<file path="config.mk">
export PLATFORM = sky130hd
export DESIGN_NAME = pattern_detector_flat
export DESIGN_NICKNAME = d
export VERILOG_FILES = /design/src/rtl/pattern_detector_if.sv /design/src/rtl/pattern_detector.sv /design/src/flat_wrapper.sv
export SDC_FILE = /design/constraint.sdc
export NUM_CORES = 1
export LEC_CHECK = 0
export CORE_MARGIN = 5
export CORE_UTILIZATION = 43
export CTS_CLUSTER_SIZE = 20
export DETAILED_ROUTE_END_ITERATION = 8
export MAX_ROUTING_LAYER = met4
export PLACE_DENSITY = 0.73
export SYNTH_ARGS = -nofsm -noshare
export SYNTH_HDL_FRONTEND = slang
export SYNTH_SLANG_ARGS = --single-unit
</file>
<file path="constraint.sdc">
create_clock -name clk -period 2 [get_ports clk]
set_input_delay 0.5 -clock clk [delete_from_list [all_inputs] [get_ports clk]]
set_output_delay 0.5 -clock clk [all_outputs]
set_load 0.05 [all_outputs]
</file>
<file path="src/rtl/pattern_detector_if.sv">
// pattern_detector_if: serial input and detector status bundle for the pattern link receiver.
interface pattern_detector_if #(
    parameter int PAT_W = 5,
    parameter int CNT_W = 8
);
    logic             in_valid;
    logic             in_bit;
    logic             cnt_clr;
    logic [0:PAT_W-1] window;
    logic             armed;
    logic             match;
    logic [CNT_W-1:0] match_count;
    modport master (
        output in_valid, in_bit, cnt_clr,
        input  window, armed, match, match_count
    );
    modport slave (
        input  in_valid, in_bit, cnt_clr,
        output window, armed, match, match_count
    );
endinterface

</file>
<file path="src/rtl/pattern_detector.sv">
// pattern_detector: sliding-window serial sequence detector with a saturating match counter.
module pattern_detector #(
    parameter int               PAT_W   = 5,
    parameter logic [0:PAT_W-1] PATTERN = 5'b10011,
    parameter bit               OVERLAP = 1'b1,
    parameter int               CNT_W   = 8
) (
    input logic              clk,
    input logic              reset,
    pattern_detector_if.slave bus
);
    localparam int              FW   = $clog2(PAT_W + 1);
    localparam logic [0:0]      FILL = 1'b0;
    localparam logic [0:0]      HUNT = 1'b1;
    localparam logic [FW-1:0]   LAST = FW'(PAT_W - 1);
    localparam logic [CNT_W-1:0] CMAX = '1;

    logic [0:PAT_W-1] window_q, window_d, win_nxt;
    logic [FW-1:0]    fill_q, fill_d;
    logic [0:0]       state_q, state_d;
    logic             armed_q, armed_d;
    logic             match_q, match_d;
    logic [CNT_W-1:0] count_q, count_d;
    logic             fill_done, hit;

    always_comb begin
        win_nxt   = {window_q[1:PAT_W-1], bus.in_bit};
        fill_done = state_q == FILL && fill_q == LAST;
        hit       = bus.in_valid && win_nxt == PATTERN && (state_q == HUNT || fill_done);
        window_d  = bus.in_valid ? win_nxt : window_q;
        fill_d    = fill_q;
        state_d   = state_q;
        armed_d   = armed_q;
        if (bus.in_valid && state_q == FILL)
            fill_d = fill_q + 1'b1;
        if (bus.in_valid && fill_done) begin
            state_d = HUNT;
            armed_d = 1'b1;
        end
        // Non-overlapping mode discards the matched bits from the fill count.
        if (hit && !OVERLAP) begin
            fill_d  = '0;
            state_d = FILL;
            armed_d = 1'b0;
        end
        match_d = hit;
        count_d = bus.cnt_clr ? '0 : (hit && count_q != CMAX) ? count_q + 1'b1 : count_q;
    end

    always_ff @(posedge clk) begin
        if (!reset) begin
            window_q <= '0;
            fill_q   <= '0;
            state_q  <= FILL;
            armed_q  <= 1'b0;
            match_q  <= 1'b0;
            count_q  <= '0;
        end else begin
            window_q <= window_d;
            fill_q   <= fill_d;
            state_q  <= state_d;
            armed_q  <= armed_d;
            match_q  <= match_d;
            count_q  <= count_d;
        end
    end

    assign bus.window      = window_q;
    assign bus.armed       = armed_q;
    assign bus.match       = match_q;
    assign bus.match_count = count_q;
endmodule
</file>
<file path="src/flat_wrapper.sv">
// flat-port wrapper written by rule: the top's interface ports become plain ports
module pattern_detector_flat 
#(
    parameter int               PAT_W   = 5,
    parameter logic [0:PAT_W-1] PATTERN = 5'b10011,
    parameter bit               OVERLAP = 1'b1,
    parameter int               CNT_W   = 8
)
  (clk, reset, bus_in_valid, bus_in_bit, bus_cnt_clr, bus_window, bus_armed, bus_match, bus_match_count);
  pattern_detector_if #(.PAT_W(PAT_W), .CNT_W(CNT_W)) bus_i ();
  input logic clk;
  input logic reset;
  input wire logic [$bits(bus_i.in_valid)-1:0] bus_in_valid;
  input wire logic [$bits(bus_i.in_bit)-1:0] bus_in_bit;
  input wire logic [$bits(bus_i.cnt_clr)-1:0] bus_cnt_clr;
  output wire logic [$bits(bus_i.window)-1:0] bus_window;
  output wire logic [$bits(bus_i.armed)-1:0] bus_armed;
  output wire logic [$bits(bus_i.match)-1:0] bus_match;
  output wire logic [$bits(bus_i.match_count)-1:0] bus_match_count;
  assign bus_i.in_valid = bus_in_valid;
  assign bus_i.in_bit = bus_in_bit;
  assign bus_i.cnt_clr = bus_cnt_clr;
  assign bus_window = bus_i.window;
  assign bus_armed = bus_i.armed;
  assign bus_match = bus_i.match;
  assign bus_match_count = bus_i.match_count;
  pattern_detector #(.PAT_W(PAT_W), .PATTERN(PATTERN), .OVERLAP(OVERLAP), .CNT_W(CNT_W)) u_core (.clk(clk), .reset(reset), .bus(bus_i));
endmodule
</file>
# Yosys cells after proc, flatten, opt, wreduce, memory -nomap -nowiden
# Cells that the tools add are included.
word_totals:
  elab_cells: 20
  ff_bits: 18
  out_inout_bits: 15
  input_bits: 5
classes:
  add_sub_neg: 2
  n_bitwise: 2
  n_eq_ne: 3
  n_reduce_logical: 8
op_table:
  columns: ["operator", "count"]
  rows:
  - ["adder 8 x 1 -> 8 bit, second input constant", 1]
  - ["inequality test 8 bit, second input constant", 1]
  - ["logical AND 1 bit", 6]
  - ["equality test 5 bit, second input constant", 1]
  - ["adder 3 x 1 -> 3 bit, second input constant", 1]
  - ["equality test 3 bit, second input constant", 1]
  - ["NOT 1 bit", 2]
  - ["OR reduction 2 bit", 1]
  - ["logical OR 1 bit", 1]

# Depth between registers and ports, before layout
logic_depth:
  depth_word: 5
  depth_mapped: 7
  ltp_nobuf: 6

# Least setup slack after synthesis
# OpenSTA, ideal clock, no wires.
synth_timing:
  path_type: "register to register"
  from: "register u_core.window_q, in the netlist u_core.bus.window[1]"
  to: "register u_core.count_q[4], in the netlist u_core.bus.match_count[4]"
  path_buffers: 0
  synth_period_minus_slack_ps: 2029
  arrival_time_ps: 1959
  stages_incl_launch_ff: 5
  path_slack_ps: -29
  path_cell_list: "dfxtp_1 nand4b_4 or4b_4 or4_1 a21oi_1"
synth_between:
  elab_chain_cells: 4
synth_lines:
  columns: ["element", "line", "text"]
  rows:
  - ["start, declared", "pattern_detector.sv:18", "logic [0:PAT_W-1] window_q, window_d, win_nxt;"]
  - ["start signal, assigned", "pattern_detector.sv:59", "window_q <= window_d;"]
  - ["equality test 5 bit", "pattern_detector.sv:29", "hit = bus.in_valid && win_nxt == PATTERN && (state_q == HUNT || fill_done);"]
  - ["logical AND 1 bit (2 in series)", "pattern_detector.sv:29", null]
  - ["logical AND 1 bit", "pattern_detector.sv:47", "count_d = bus.cnt_clr ? '0 : (hit && count_q != CMAX) ? count_q + 1'b1 : count_q;"]
  - ["end signal, assigned", "pattern_detector.sv:64", "count_q <= count_d;"]
  - ["end, declared", "pattern_detector.sv:23", "logic [CNT_W-1:0] count_q, count_d;"]
# No other way between the ends.
# A chain may end at the register's enable or synchronous reset.

# Worst setup path in the final report
layout_timing:
  from: "register u_core.window_q, in the netlist u_core.bus.window[0]"
  to: "output port bus_window[4]"
layout_lines:
  columns: ["element", "line", "text"]
  rows:
  - ["end, declared", "flat_wrapper.sv:16", "output wire logic [$bits(bus_i.window)-1:0] bus_window;"]
# No word-level cell between the ends.

==> out/results.ini <==
[sta]
setup_violations = 0
whs_ns = 0.519
hold_viol_final = 0
drv_slew = 0
slew-limit-headroom_pct = 55.0
finalCritPeriodShare_pct = 96.7
tns_ns = 0
tightest_slew_ns = 0.673
fmax_mhz = 517
fin_ws_ns = 0.0668
finClkSkew_ns = 0.00628
fin_crit_ns = 1.93
rsz0062_at_grt = no

[power]
powerDensity_nw_per_um2 = 551
pwr-share-clk_pct = 29.1
p_int_uw = 465
max-vdd-ir-drop_mv = 0.380
p_comb_share_pct = 10.0
p_leak_uw = 0.000410
p_total_uw = 610
netSwitchingFraction_pct = 23.8
power_switching_uw = 145
p_seq_share_pct = 60.9

[placed_design]
dpl.hpwl_um = 1300
port_buffers = 19
gp_congestion = 0.805
dp_slack_ns = -0.426

[job]
max_cap_viol_count = 0

[worst_setup_path]
arrival_ns = 1.43
cp_num_buf_inv = 1
crit_cells = 1
cpPeakStageDelay_ns = 0.81
crit_family = buffers and inverters
crit_required_ns = 1.50
worstSetupEndpointType = output port
cp_cell_sequence = clkdlybuf4s50_1
r2r_cells = 6
cp_slowest_cell = clkdlybuf4s50_1
startpoint_type = flip-flop
cp_max_fo = 2
crit_type = reg -> out

[yosys]
seq_area_frac_synth_pct = 42.2
ys_types = 32
syn_inst = 89
yosysWarningCount = 0
synth_area_um2 = 853
avgSynthCellArea_um2 = 9.59
syn-num-nets = 97
ys_seq_elements = 18

[grt]
antenna_found_initial = 0
grt_max_degree = 11
grt_pass1_wl_um = 3000
grt_use_total_pct = 14.6
grt_pass1_vias = 687
grt_overflow = 0

[route]
wl_met3_um = 107
route.detailed.drc = 0
wl_per_cell_um = 13.2
drt-pass1-iter-count = 4
vias = 743
top_layer_used = met4
drtIter0Drc = 10
route.met2.wl_um = 916
met1_length_um = 796
viasPerCell = 5.31
routed_wl_um = 1850
antenna_left = 0

[cts]
post_cts_buffers = 0
clockRootBuffer = clkbuf_4
clkSlewWorstSetupHoldPaths_ns = 0.10
cts_max_path_buffers = 2
cts_tree = yes
clk_latency_ns = 0.29
cts-htree-levels = 1
cts_inserted_buffers = 3
cts_sinks = 18

[floorplan]
die_area_um2 = 2980
initial_core_util_pct = 44.4
placementRows = 16
die_y_um = 54.5
die_x_um = 54.5
ios = 20
core_area_um2 = 1920

[layout]
area_growth_pct = 29.8
nets = 123
utilization_pct = 57.6
fillCellCount = 188
layout-drive-gt1-share_pct = 28.3
diodes = 0

[min_path]
holdPathStages = 2
hold_class = reg -> reg

[outcome]
status = finished, final reports clean

power groups by stage:
stage               logic, µW  registers (µW)  clock network, µW
CTS                      60.6             371                186
finish                   61.2             371                177
global placement         60.3             379                  0
global route             67.3             373                203
floorplan                32.4             387                  0
detailed placement       61.7             379                  0
cell usage in the layout (no fill, tap or decap):
cell,netlist,final
ha_2,0,1
a21oi_2,0,1
dfxtp_2,0,2
nor2_1,3,3
nor4b_1,1,1
dlygate4sd2_1,0,2
or2_2,1,1
xnor2_1,2,2
nand3_1,5,5
or4_1,3,3
clkdlybuf4s50_1,0,4
dfxtp_1,18,16
inv_1,3,2
or3_1,2,2
nand4b_1,1,1
nor2b_1,8,8
nand4_1,1,1
nor3_1,1,1
buf_4,1,19
clkbuf_4,0,3
a21oi_1,9,8
inv_2,0,1
or4b_4,1,1
and2_1,3,3
a41oi_1,1,1
nand2b_1,1,1
o41ai_2,0,2
a211oi_1,1,1
a31oi_1,1,1
o21ai_0,2,2
nand4b_4,1,1
nand2_1,2,2
o31ai_1,3,3
ha_1,3,2
mux2i_1,5,5
and3_1,1,1
final timing paths:
check,slack [ns],start,endpoint
setup / recovery,0.07,u_core.bus.window[0],bus_window[4]
hold / removal,0.52,u_core.bus.match_count[5],u_core.bus.match_count[5]
setup reg to reg,0.12,u_core.fill_q[1],u_core.bus.match_count[4]
hold reg to reg,0.52,u_core.bus.match_count[5],u_core.bus.match_count[5]
routing by layer:
metal,track usage (%),vias up
li1,-,372
met1,16.7,343
met2,22.5,23
met3,5.45,5
met4,6.64,0
met5,-,-
area by class of cell:
cell class,count,area (µm²),share of cell area [%]
inverters,3,11.3,1.02
multi-input cells,64,477,43.1
clock buffers,3,22.5,2.03
repair buffers,25,200,18.1
well taps,27,33.8,3.05
flip-flops and latches,18,363,32.8
registers in the layout, indices dropped and copies added (netlist names):
signal / count
u_core.fill_q: 3
u_core.bus.window: 5
u_core.state_q: 1
u_core.bus.match_count: 8
u_core.bus.match: 1
logic make-up after synthesis:
group,synth area share [%]
DFF,42.2
buffers and inverters,4.40
and+or+nand+nor,27.3
AOI/OAI and AO/OA,13.8
adders and majority gates,4.40
muxes,5.87
xor gates and xnor gates,2.05
cells in the mapped netlist (all sizes together):
cell,instances,share of area (%)
mux2i,5,5.9
o31ai,3,2.6
or4b,1,1.6
o21ai,2,1.2
dfxtp,18,42
a21oi,9,5.3
and2,3,2.2
inv,3,1.3
a211oi,1,0.88
nor2,3,1.3
a41oi,1,1.0
nand4,1,0.73
nand3,5,2.9
or3,2,1.5
nand2,2,0.88
or4,3,2.6
nor2b,8,5.9
nor3,1,0.59
xnor2,2,2.1
nor4b,1,1.0
buf,3,2.6
and3,1,0.73
or2,1,0.73
clkbuf,1,0.44
nand4b,2,3.8
a31oi,1,0.73
ha,3,4.4
o41ai,2,2.1
nand2b,1,0.73
metrics by stage:
| stage | instance area (µm²) | cells |
|---|---|---|
| final | 1110 | 140 |
| after global routing | 1110 | 140 |
| after CTS | 1080 | 140 |
| after detailed placement | 1060 | 137 |
| after global placement | 1060 | 137 |
| after floorplan | 855 | 89 |
timing repair:
action | 4_1_cts | 5_1_grt
pin swaps | 0 | 2
gates resized for setup | 2 | 6
hold buffers | 0 | 0
endpoints found under the setup margin | 5 | 5
(Power assumes the default switching activity.)
